**src/rtl/fetch_stage_pkg.sv**
```systemverilog
// fetch_stage_pkg: definitions shared by the instruction-fetch stage and the
// decode stage that consumes its IF/ID register.
//   - fetch_state_e : fetch FSM state encoding
//   - DEFAULT_*     : default datapath width, reset PC and sequential increment
//   - IFID_*_W      : IF/ID field widths as seen by decode
package fetch_stage_pkg;

    typedef enum logic [1:0] {
        ST_BOOT   = 2'b00,
        ST_RUN    = 2'b01,
        ST_HALTED = 2'b10
    } fetch_state_e;

    localparam int unsigned DEFAULT_WIDTH    = 32;
    localparam logic [31:0] DEFAULT_RESET_PC = 32'h0000_0000;
    localparam logic [31:0] DEFAULT_INC      = 32'h0000_0004;

    localparam int unsigned IFID_PC_W      = DEFAULT_WIDTH;
    localparam int unsigned IFID_PC_NEXT_W = DEFAULT_WIDTH;
    localparam int unsigned IFID_INSTR_W   = DEFAULT_WIDTH;
    localparam int unsigned IFID_VALID_W   = 1;

endpackage

```
**src/rtl/fetch_stage_ifid_reg.sv**
```systemverilog
// ifid_reg: IF/ID pipeline register {pc, pc_next, instr, valid}.
//   clk, rst (async, active-low)
//   load    : capture pc_in/pc_next_in/instr_in and set valid
//   squash  : clear valid, data fields hold (wins over load)
//   pc, pc_next, instr, valid : registered IF/ID contents
module ifid_reg
    import fetch_stage_pkg::*;
#(
    parameter int unsigned WIDTH = DEFAULT_WIDTH
) (
    input  logic             clk,
    input  logic             rst,
    input  logic             load,
    input  logic             squash,
    input  logic [WIDTH-1:0] pc_in,
    input  logic [WIDTH-1:0] pc_next_in,
    input  logic [WIDTH-1:0] instr_in,
    output logic [WIDTH-1:0] pc,
    output logic [WIDTH-1:0] pc_next,
    output logic [WIDTH-1:0] instr,
    output logic             valid
);

    always_ff @(posedge clk or negedge rst) begin
        if (!rst) begin
            pc      <= '0;
            pc_next <= '0;
            instr   <= '0;
            valid   <= 1'b0;
        end else if (squash) begin
            valid <= 1'b0;
        end else if (load) begin
            pc      <= pc_in;
            pc_next <= pc_next_in;
            instr   <= instr_in;
            valid   <= 1'b1;
        end
    end

endmodule

```
**src/rtl/fetch_stage.sv**
```systemverilog
// fetch_stage: instruction-fetch front end. Owns the PC, drives the
// instruction-memory address and loads the IF/ID register for decode.
//   clk, rst (async, active-low)
//   stall                  : hold PC and IF/ID
//   redirect, redirect_pc  : taken branch/jump; target low two bits dropped
//   halt_req               : stop fetching until reset
//   imem_addr / imem_rdata : combinational instruction-memory interface
//   ifid_*                 : IF/ID register contents
//   halted                 : FSM is in HALTED
//   fetch_count            : number of valid IF/ID loads since reset
module fetch_stage
    import fetch_stage_pkg::*;
#(
    parameter int unsigned      WIDTH    = DEFAULT_WIDTH,
    parameter logic [WIDTH-1:0] RESET_PC = WIDTH'(DEFAULT_RESET_PC),
    parameter logic [WIDTH-1:0] INC      = WIDTH'(DEFAULT_INC)
) (
    input  logic             clk,
    input  logic             rst,
    input  logic             stall,
    input  logic             redirect,
    input  logic [WIDTH-1:0] redirect_pc,
    input  logic             halt_req,
    output logic [WIDTH-1:0] imem_addr,
    input  logic [WIDTH-1:0] imem_rdata,
    output logic [WIDTH-1:0] ifid_pc,
    output logic [WIDTH-1:0] ifid_pc_next,
    output logic [WIDTH-1:0] ifid_instr,
    output logic             ifid_valid,
    output logic             halted,
    output logic [WIDTH-1:0] fetch_count
);

    fetch_state_e     state_q, state_d;
    logic [WIDTH-1:0] pc_q, pc_d;
    logic [WIDTH-1:0] pc_plus;
    logic             load, squash;

    // Sequential increment wraps modulo 2^WIDTH.
    assign pc_plus = pc_q + INC;

    always_comb begin
        state_d = state_q;
        pc_d    = pc_q;
        load    = 1'b0;
        squash  = 1'b0;
        unique case (state_q)
            ST_BOOT: begin
                state_d = ST_RUN;
            end
            ST_RUN: begin
                // Redirect outranks halt and stall; it squashes IF/ID.
                if (redirect) begin
                    pc_d   = redirect_pc & ~WIDTH'(3);
                    squash = 1'b1;
                end else if (halt_req) begin
                    state_d = ST_HALTED;
                    squash  = 1'b1;
                end else if (!stall) begin
                    pc_d = pc_plus;
                    load = 1'b1;
                end
            end
            ST_HALTED: begin
                state_d = ST_HALTED;
            end
            default: begin
                state_d = ST_BOOT;
            end
        endcase
    end

    always_ff @(posedge clk or negedge rst) begin
        if (!rst) begin
            state_q <= ST_BOOT;
            pc_q    <= RESET_PC;
        end else begin
            state_q <= state_d;
            pc_q    <= pc_d;
        end
    end

    always_ff @(posedge clk or negedge rst) begin
        if (!rst) begin
            fetch_count <= '0;
        end else if (load) begin
            fetch_count <= fetch_count + WIDTH'(1);
        end
    end

    ifid_reg #(
        .WIDTH(WIDTH)
    ) u_ifid_reg (
        .clk        (clk),
        .rst        (rst),
        .load       (load),
        .squash     (squash),
        .pc_in      (pc_q),
        .pc_next_in (pc_plus),
        .instr_in   (imem_rdata),
        .pc         (ifid_pc),
        .pc_next    (ifid_pc_next),
        .instr      (ifid_instr),
        .valid      (ifid_valid)
    );

    assign imem_addr = pc_q;
    assign halted    = (state_q == ST_HALTED);

endmodule
```
**config.mk**
```make
export PLATFORM = sky130hd
export DESIGN_NAME = fetch_stage
export DESIGN_NICKNAME = d
export VERILOG_FILES = /design/src/rtl/fetch_stage_pkg.sv /design/src/rtl/fetch_stage_ifid_reg.sv /design/src/rtl/fetch_stage.sv
export SDC_FILE = /design/constraint.sdc
export NUM_CORES = 1
export LEC_CHECK = 0
export CAP_MARGIN = 20
export CORE_UTILIZATION = 25
export CTS_CLUSTER_DIAMETER = 80
export CTS_CLUSTER_SIZE = 16
export DETAILED_ROUTE_END_ITERATION = 8
export SLEW_MARGIN = 20
export SYNTH_ARGS = -nofsm -noshare
export SYNTH_HDL_FRONTEND = slang
export SYNTH_SLANG_ARGS = --single-unit
```
**constraint.sdc**
```tcl
create_clock -name clk -period 3.4 [get_ports clk]
set_input_delay 0.85 -clock clk [delete_from_list [all_inputs] [get_ports clk]]
set_output_delay 0.85 -clock clk [all_outputs]
set_load 0.005 [all_outputs]
```
; Yosys cells after proc, flatten, opt, wreduce, memory -nomap -nowiden
; Index checks and enable logic that the tools add are counted.
[op_classes]
n_addsub = 2
multipliers = 0
div = 0
n_lt_le_gt_ge = 0
n_eq_ne = 6
shifts = 0
mux = 15
bitwise = 1
reduce_logical = 5
[op_table]
columns = operator, count
row1 = two-way mux 32 bit, 3
row2 = "adder 32 x 1 -> 32 bit, second input constant", 1
row3 = "adder 32 x 3 -> 32 bit, second input constant", 1
row4 = two-way mux 1 bit, 9
row5 = "!= test 2 bit, second input constant", 3
row6 = case mux 2 bit (3 select lines), 1
row7 = two-way mux 2 bit, 2
row8 = AND reduction 2 bit, 2
row9 = AND reduction 3 bit, 1
row10 = "equality test 2 x 1 -> 1 bit, second input constant", 1
row11 = "equality test 2 bit, second input constant", 1
row12 = zero test 2 bit, 1
row13 = "!= test 2 x 1 -> 1 bit, second input constant", 1
row14 = nonzero test 2 bit, 1
row15 = NOT 1 bit, 1
[totals]
reg_bits = 163
latchBits = 0
ram_bits = 0
rom_bits = 0
in_bits = 69
output_inout_bits = 162
word_cells = 36
n_memories = 0

; Longest topological paths before layout
; Gate-level depths: netlist (run 1).
[logic_depth]
depth_word = 6
mapped_depth = 8
depth_no_buf = 7

; Hierarchy
; From an unflattened synthesis (run 1), not the netlist that was laid out.
[hier_totals]
hier_cells = 663
hier_area_um2 = 7910.1
[modules_own_cells]
columns = module, n_inst, cells_per_inst, area_each_um2, seq_area_each_um2
row1 = fetch_stage, 1, 456, 4098.9, 1601.5
row2 = ifid_reg, 1, 207, 3811.2, 2427.3

; Worst setup path before layout (run 1)
; No wires, ideal clock.
[synth_timing]
path_kind = input -> register
start = in redirect
end = reg fetch_count[21]
setup_time_ps = 124
arrival_ps = 2462
required_ps = 3276
slack_ps = 814
cell_stages = 6
n_path_buf = 1
path_cell_list = or4b_1 buf_2 nor4_4 nor4b_4 nand4_1 xnor2_1
[synth_between]
elab_chain_cells = 2
[synth_rtl]
columns = item, line
row1 = start: declaration, fetch_stage.sv:21  ; input logic redirect,
row2 = two-way mux 1 bit, fetch_stage.sv:53  ; if (redirect) begin
row3 = two-way mux 1 bit, fetch_stage.sv:47  ; unique case (state_q)
row4 = end signal: assignment, fetch_stage.sv:87  ; fetch_count <= fetch_count + WIDTH'(1);
row5 = end: declaration, fetch_stage.sv:31  ; output logic [WIDTH-1:0] fetch_count
; No other way between the ends.
; A chain may end at the register's enable or synchronous reset.

; Worst setup path in the final report (run 1)
[layout_timing]
start = in halt_req
end = reg fetch_count[23]
[layout_between]
elab_chain_cells = 3
[layout_rtl]
columns = item, line
row1 = start: declaration, fetch_stage.sv:23  ; input logic halt_req,
row2 = two-way mux 1 bit, fetch_stage.sv:56  ; end else if (halt_req) begin
row3 = two-way mux 1 bit, fetch_stage.sv:53
row4 = two-way mux 1 bit, fetch_stage.sv:47
; No other way between the ends.

==> results.md, run 1 <==
- Data on the critical path is required at its endpoint by 3710 ps.
- The sequential cell fraction of total power is 39.3%.
- The routed design could run at a clock period as short as 2729 ps.
- Counting flops with an async set or reset pin after synthesis yields a share of 100.0%.
- The library cell with the largest summed area after synthesis is sky130_fd_sc_hd__dfrtp_1.
- The synthesis-stage register bit count is 157.
- The critical path is of the primary input to flop type.
- The number of max-slew violations in the final report is 0.
- The clock transition at the registers of the reported paths is 60 ps.
- The last weighted congestion value of the routability-driven placer is 0.8070.
- The detailed-route wire length is 23920 um.
- The hold buffer count at cts is 0.
- The worst endpoint data arrival time is 3040 ps.
- CTS placed an instance of sky130_fd_sc_hd__clkbuf_16 at the clock tree root.
- The row count is 62.
- Hold timing on the final database bottoms out at a slack of 416.7 ps.
- The first-pass GRT wire length is 37750 um.
- The count of inserted antenna diode cells is 0.
- The number of antenna violations at the first check in global routing is 0.
- The worst ir drop on vdd is 0.3727 mV.
- Port buffering added 222 buffers.
- The average routed wire per standard cell is 16.78 um.
- STA classifies the critical path startpoint as a primary input.
- The number of buffers inserted to repair setup after CTS is 0.
- Synthesis produced a netlist whose cell count is 818.
- For this design, the slowest cell found on the critical path is sky130_fd_sc_hd__or4b_4.
- Cell internal power was estimated by the tool at 5.461 mW.
- For the final database, setup skew stands at 7.728 ps.
- The largest single stage delay on the critical path is 640 ps.
- The first routing iteration left 410 violations.
- In this run the critical register-to-register path is launched from imem_addr[7]$_DFFE_PN0P_.
- The sequential element share of the synthesized area is 52.87%.
- Before antenna repair, the detailed router went through 6 iterations.
- The area of the core region is 28940 um^2.
- Detailed placement finished with a half-perimeter wire length of 16740 um.
- Setup repair after global routing left no endpoint under its margin.
- CTS built an H-tree with a depth of 4.
- The portion of synthesized cell area occupied by the leading cell type is 52.87%.
- The ratio of final minimum period to clock period is 80.27%.
- In this run switching power makes up 33.69% of total power.
- Measured in cells, the most critical reg-to-reg path has a length of 6.
- The maximum number of pins on one net before global-route repair is 104.
- In this run the power density over the cells is 769.7 nW/um^2.
- For this design the total switching power over the nets is 2.774 mW.
- The die covers 30420 um^2.
- Once detail routing completed, the nets flagged for antenna violations numbered 0.
- Sorting the synthesized cells by area gives the leading types as sky130_fd_sc_hd__dfrtp_1, sky130_fd_sc_hd__nand2_1, sky130_fd_sc_hd__xnor2_1.
- After detailed routing, the number of remaining DRC violations is 0.
- 231 I/O pins were placed.
- After layout, the worst setup slack is 670.9 ps.
- In this run, synthesis inferred 0 flip-flops with an integrated enable.
- CTS saw 157 sinks.
- The worst setup path is captured at a flop.
- The average size of a mapped cell is 9.084 um^2.
- The post-synthesis to final-layout area growth is 43.96%.
- The remaining global-route overflow is 0.
- Using the TritonRoute via totals, the vias-per-cell ratio works out to 4.632.
- Cells with a size suffix above 1 make up 6.916% of the layout.
- The overall routing resource usage is 15.99%.
- The worst setup slack after placement is 193.0 ps.
- Post-CTS repair changed the size of 0 cells.
- The final route contains 6601 vias.
- Summing every instance area after synthesis gives 7431 um^2.
- The floorplan step set the die height to 174.4 um.
- The layout filler cell count is 2913.
- The class of the tightest hold or removal check is primary input to async pin.
- The number of nets in the layout is 1103.
- Across the run, the number of max-cap violations was 0.
- The run finished with clean final reports.
- Combinational logic is responsible for 37.4% of the overall power.
- Clock latency on the worst-skew pair, taken at its later pin, is 430 ps.
- The endpoint identified for the worst register-to-register timing path is imem_addr[17]$_DFFE_PN0P_.
- The clock tree from TritonCTS is built.
- Of all nets on the critical path, the largest fanout is 8.
- Headroom to the max-slew limit came out at 57.67%.
- The analysis attributes to cell leakage a power of 4.648 nW.
- Ranked by instance count, the synthesized netlist is headed by sky130_fd_sc_hd__nand2_1, sky130_fd_sc_hd__dfrtp_1, sky130_fd_sc_hd__o21ai_0, sky130_fd_sc_hd__xnor2_1, sky130_fd_sc_hd__clkbuf_1.
- The number of hold-slack violations in the final timing report was 0.
- For this configuration, the core starts out at a cell density of 25.68%.
- In the synthesized netlist the dominant register cell turns out to be sky130_fd_sc_hd__dfrtp_1.
- Yosys printed 0 warnings.
- In this run, distinct cell masters in the synthesized netlist total 57.
- The final number of setup-violating endpoints is 0.
- Static timing analysis puts the maximum clock frequency at 366.4 MHz.
- The signal on the critical path passes through clkdlybuf4s50_1 > or4b_4 > nor4_4 > nor4b_4 > nand3_1 > xnor2_1.
- The number of global-route vias before repair was 6401.
- At the pin with the least slew margin, the transition time is 635.0 ps.
- The clock network accounts for 23.2% of the total power.
- The horizontal extent of the die is 174.4 um.
- Across all register-to-register paths, the minimum setup slack is 830 ps.
- The dominant cell by count in the synthesized netlist is sky130_fd_sc_hd__nand2_1.
- The maximum count of clock buffers along a single path is 2.
- Clock tree synthesis inserted a total of 17 buffers.
- The total negative setup slack is 0 ps.
[layout make-up]
type                            instances  area, um^2  share of cell area, %
Timing Repair Buffer                  247        2444                  22.84
Sequential cell                       157        3929                  36.73
Tap cell                              384       480.5                  4.491
Clock buffer                           20       446.7                  4.175
Inverter                               10       37.54                 0.3509
Multi-Input combinational cell        596        3242                  30.30
Clock inverter                         11       118.9                  1.111
[sequential cells by signal, summed over array words and instances (netlist names)]
signal	flops
state_q	2
u_ifid_reg.instr	32
imem_addr	30
u_ifid_reg.pc	30
u_ifid_reg.pc_next	30
fetch_count	32
u_ifid_reg.valid	1
[cells by family (layout without fill, tap and decap cells)]
kind of cell               Yosys count  after routing  share of synthesized area [%]
buffers and inverters               70            288                          3.923
muxes                                3              3                         0.4041
and+or+nand+nor                    416            416                          26.28
DFF                                157            157                          52.87
adders and majority gates            5              5                         0.8419
other                                1              6                        0.05047
xor gates and xnor gates            55             55                          6.483
AOI/OAI and AO/OA                  111            111                          9.143
[worst max-delay path by stage]
stage | startpoint | end | slack, ps | cells past startpoint
detailed placement | halt_req | fetch_count[23]$_DFFE_PN0P_ | 190 | 6
CTS | halt_req | fetch_count[23]$_DFFE_PN0P_ | 640 | 6
finish | halt_req | fetch_count[23]$_DFFE_PN0P_ | 670 | 6
floorplan | redirect | fetch_count[21]$_DFFE_PN0P_ | 810 | 6
global placement | halt_req | fetch_count[21]$_DFFE_PN0P_ | 210 | 6
global route | halt_req | fetch_count[21]$_DFFE_PN0P_ | 530 | 6
[through the flow]
stage | instances | area (um^2) | utilization (%) | power [mW]
after detailed placement | 1394 | 10130 | 35.02 | 6.400
after global routing | 1425 | 10700 | 36.97 | 8.793
after CTS | 1425 | 10700 | 36.97 | 8.359
after floorplan | 823 | 7450 | - | 4.304
after global placement | 1394 | 10130 | 35.02 | 6.335
final | 1425 | 10700 | 36.97 | 8.234
[power groups by stage]
stage                     Combinational [mW]  Sequential [mW]  Clock, mW
after floorplan                         1.19             3.12          0
after global placement                  3.09             3.24          0
after detailed placement                3.13             3.27          0
after CTS                               3.14             3.24       1.97
after global routing                    3.39             3.35       2.05
final                                   3.08             3.24       1.91
[routing by layer]
layer	GRT usage (%)	vias to the layer above	routed length, um
met5	0	-	0
met4	4.313	0	265
met3	4.353	20	1783
met2	24.92	247	10830
met1	21.70	3172	11030
li1	-	3162	-
[worst max-delay path, delay by kind of cell]
| family | cells | cell delay (ps) |
|---|---|---|
| and+or+nand+nor | 4 | 1620 |
| xor gates and xnor gates | 1 | 150 |
| buffers and inverters | 1 | 410 |
[placed cells by master (no fill, tap or decap), types with 6 or more instances in the layout]
| cell type | Yosys | layout |
|---|---|---|
| sky130_fd_sc_hd__clkdlybuf4s50_1 | 0 | 220 |
| sky130_fd_sc_hd__a211oi_1 | 8 | 8 |
| sky130_fd_sc_hd__and3_1 | 10 | 10 |
| sky130_fd_sc_hd__nor4_1 | 9 | 9 |
| sky130_fd_sc_hd__buf_4 | 6 | 22 |
| sky130_fd_sc_hd__clkbuf_16 | 0 | 17 |
| sky130_fd_sc_hd__nand2_1 | 260 | 260 |
| sky130_fd_sc_hd__a31oi_1 | 6 | 6 |
| sky130_fd_sc_hd__dfrtp_1 | 157 | 157 |
| sky130_fd_sc_hd__nand3_1 | 34 | 34 |
| sky130_fd_sc_hd__inv_1 | 9 | 9 |
| sky130_fd_sc_hd__o21ai_0 | 49 | 48 |
| sky130_fd_sc_hd__nand4_1 | 16 | 16 |
| sky130_fd_sc_hd__conb_1 | 1 | 6 |
| sky130_fd_sc_hd__xor2_1 | 14 | 14 |
| sky130_fd_sc_hd__xnor2_1 | 41 | 41 |
| sky130_fd_sc_hd__a21oi_1 | 12 | 12 |
| sky130_fd_sc_hd__nor3_1 | 19 | 19 |
| sky130_fd_sc_hd__nor2_1 | 32 | 32 |
Note: power is estimated with default switching activity, not from simulation.
==> inputs of run 2 (changes only) <==
Clock period 3.4 ns to 2.3 ns, I/O delays scaled along.
==> results.md, run 2 (synthesis gave the netlist of run 1 again) <==
- In this run the remaining antenna-violating nets after routing total 0.
- The power density over cell area is 1136 nW/um^2.
- Entering global routing, the biggest net connects 67 pins.
- Between clock sinks in the finished design, the worst skew comes to 15.39 ps.
- The worst setup path is captured at a flop.
- Fill cells in the final layout number 2892.
- Global routing used 16.06% of the available tracks across all layers.
- The slew at the pin with the worst max-slew slack is 648.0 ps.
- TritonCTS created 17 clock buffers.
- The number of global-route vias before repair is 6721.
- On the final layout, the worst hold slack is 46.43 ps.
- The total power draw is 12.66 mW.
- Setup repair after global routing could not meet its margin everywhere.
- The number of hold-slack violations in the final timing report is 0.
- Traced cell by cell, the critical path runs through inv_2 > ha_4 > or4b_4 > nor4_4 > nor4b_4 > nand3_1 > xnor2_1.
- The detailed-route wire length is 23940 um.
- In this run the vertical extent of the chip is 174.4 um.
- Based on the critical path, the design can be clocked at up to 457.0 MHz.
- The row count is 62.
- The number of antenna diodes in the final layout is 0.
- In this run the cell area measured after placement is 10500 um^2.
- Data on the critical path is required at its endpoint by 2610 ps.
- The clock transition at the registers of the reported paths is 70 ps.
- For this design, the CTS-stage hold fixing added 0 buffers.
- The area of the core region is 28940 um^2.
- The destination of the worst register-to-register timing path is fetch_count[28]$_DFFE_PN0P_.
- Detailed routing inserted a total of 6805 vias.
- The length of the first detailed-routing pass in iterations is 5.
- The max-cap check violation count is 0.
- The die covers 30420 um^2.
- The number of nets in the layout is 1151.
- In this run the worst path has a maximum fanout of 5.
- The worst endpoint data arrival time is 2500 ps.
- The slowest stage of the critical path is the sky130_fd_sc_hd__or4b_4 cell.
- The root buffer cell is sky130_fd_sc_hd__clkbuf_16.
- For this run, the slowest stage of the critical path takes 530 ps.
- The flow ran to the end, and the final reports show no timing, DRC or antenna violations.
- Setup violations remaining at the end of the flow were counted as 0.
- The ratio of final minimum period to clock period is 95.15%.
- In the routed design, unresolved DRC markers number 0.
- The worst setup path is launched from a flop.
- The first routing iteration left 397 violations.
- The average routed wire per standard cell is 16.25 um.
- The cell family contributing the most delay on the critical path is simple AND/OR/NAND/NOR gates.
- The worst-case headroom to the max-slew limit is 56.47%.
- After detailed routing, the number of vias per cell comes to 4.620.
- Summing all flip-flop and latch instances after layout gives 3929 um^2.
- With fillers left out, the area of the finished cells amounts to 11140 um^2.
- The total clock sinks is 157.
- The clock latency of the later-clocked register in the worst-skew pair is 430 ps.
- The total negative setup slack is 0 ps.
- The number of antenna violations at the first check in global routing is 1.
- The number of max-slew violations in the final report is 0.
- The leakage power is 4.934 nW.
- The critical path is of the flop to flop type.
- The largest registers in the layout are fetch_count (32), u_ifid_reg.instr (32).
- Input and output buffers added on the ports amount to 222.
- The maximum count of clock buffers along a single path is 2.
- After legalization and detailed placement, the total HPWL measured 17690 um.
- Leaving out fill and tap cells, the most frequent cells in the layout are sky130_fd_sc_hd__nand2_1, sky130_fd_sc_hd__clkdlybuf4s50_1, sky130_fd_sc_hd__dfrtp_1, sky130_fd_sc_hd__buf_4, sky130_fd_sc_hd__o21ai_0.
- TritonCTS built the clock tree.
- The H-tree depth is 4.
- The congestion estimate from routability-driven global placement came to 0.8785.
- The min-delay analysis places its worst path in the category primary input to async pin.
- Across the VDD grid, the largest voltage drop is 0.4195 mV.
- The die is 174.4 um wide.
- Measured in cells, the most critical reg-to-reg path has a length of 7.
- The worst-case register-to-register setup slack is 110 ps.
- The multi-input combinational cells in the finished layout cover a total of 3258 um^2.
- The first global-routing pass estimated 38080 um of wire.
- In this run the critical register-to-register path is launched from state_q[1]$_DFFE_PN0P_.
- For this configuration, the core starts out at a cell density of 25.68%.
- The minimum period implied by the final worst setup slack is 2188 ps.
- The fraction of final layout cells sized beyond drive strength 1 is 11.39%.
- The library cell used most frequently in the layout, excluding fill and tap cells, is sky130_fd_sc_hd__nand2_1.
- Relative to the synthesized area, the layout overhead comes to 49.94%.
- Together, buffers and inverters on the worst path number 1.
- The remaining global-route overflow is 0.
- During I/O placement, the number of pins put on the boundary was 231.
-- run 2: cell types whose count changed in the layout (fill, tap and decap cells not counted), sizes merged --
cell           delta
buf              +48
bufinv            +1
clkbuf            -1
clkdlybuf4s50     -3
clkinv            -1
clkinvlp          -1
dlygate4sd2       +1
dlymetal6s2s      +2
inv               +2
-- run 2: stage by stage --
step	cells	worst slack, ps	util [%]
6_report	1473	111.6	38.51
5_1_grt	1473	-98.16	38.51
4_1_cts	1472	1.389	38.41
3_5_place_dp	1440	-462.6	36.30
3_3_place_gp	1440	-449.4	36.30
2_1_floorplan	823	15.26	-
-- run 2: area by class of cell --
cell class / instances / area share (%)
inverter: 10 / 0.3369
timing repair buffer: 295 / 25.42
clock inverter: 12 / 1.449
multi-input combinational: 596 / 29.24
clock buffer: 19 / 3.975
sequential: 157 / 35.26
tap: 384 / 4.312
-- run 2: worst register-to-register path, delay by kind of cell, from the launching register on --
kind | cells | cell delay [ps]
adder cells (fa/ha/maj) | 1 | 130
AND/OR/NAND/NOR | 4 | 1310
flip-flops | 1 | 390
buffers and inverters | 1 | 90
XOR/XNOR | 1 | 160
-- run 2: what timing repair did --
item                       in CTS  in global routing
gates cloned                    0                  0
hold endpoints to repair        0                  0
resized for setup               1                  6
pin swaps                       3                  6
setup endpoints to repair       1                  8
setup buffers                   1                  1
-- run 2: power breakdown --
| group | internal [mW] | switching [mW] |
|---|---|---|
| Clock | 1.75 | 1.25 |
| Combinational | 2.90 | 2.21 |
| Sequential | 3.80 | 0.753 |
-- run 2: worst max-delay path by stage --
| stage | startpoint | to | depth (start not counted) |
|---|---|---|---|
| after floorplan | redirect | fetch_count[28]$_DFFE_PN0P_ | 6 |
| after global placement | halt_req | fetch_count[28]$_DFFE_PN0P_ | 6 |
| after detailed placement | halt_req | fetch_count[28]$_DFFE_PN0P_ | 6 |
| after CTS | state_q[1]$_DFFE_PN0P_ | fetch_count[28]$_DFFE_PN0P_ | 7 |
| after global routing | state_q[1]$_DFFE_PN0P_ | fetch_count[28]$_DFFE_PN0P_ | 7 |
| final | state_q[1]$_DFFE_PN0P_ | fetch_count[28]$_DFFE_PN0P_ | 7 |
-- run 2: per-layer routing --
metal / global-route usage, % / vias up / share of wire (%)
met5: 0 / - / 0.054
li1: - / 3259 / -
met4: 4.276 / 2 / 1.2
met2: 25.76 / 229 / 47
met1: 20.74 / 3297 / 44
met3: 5.096 / 18 / 7.6
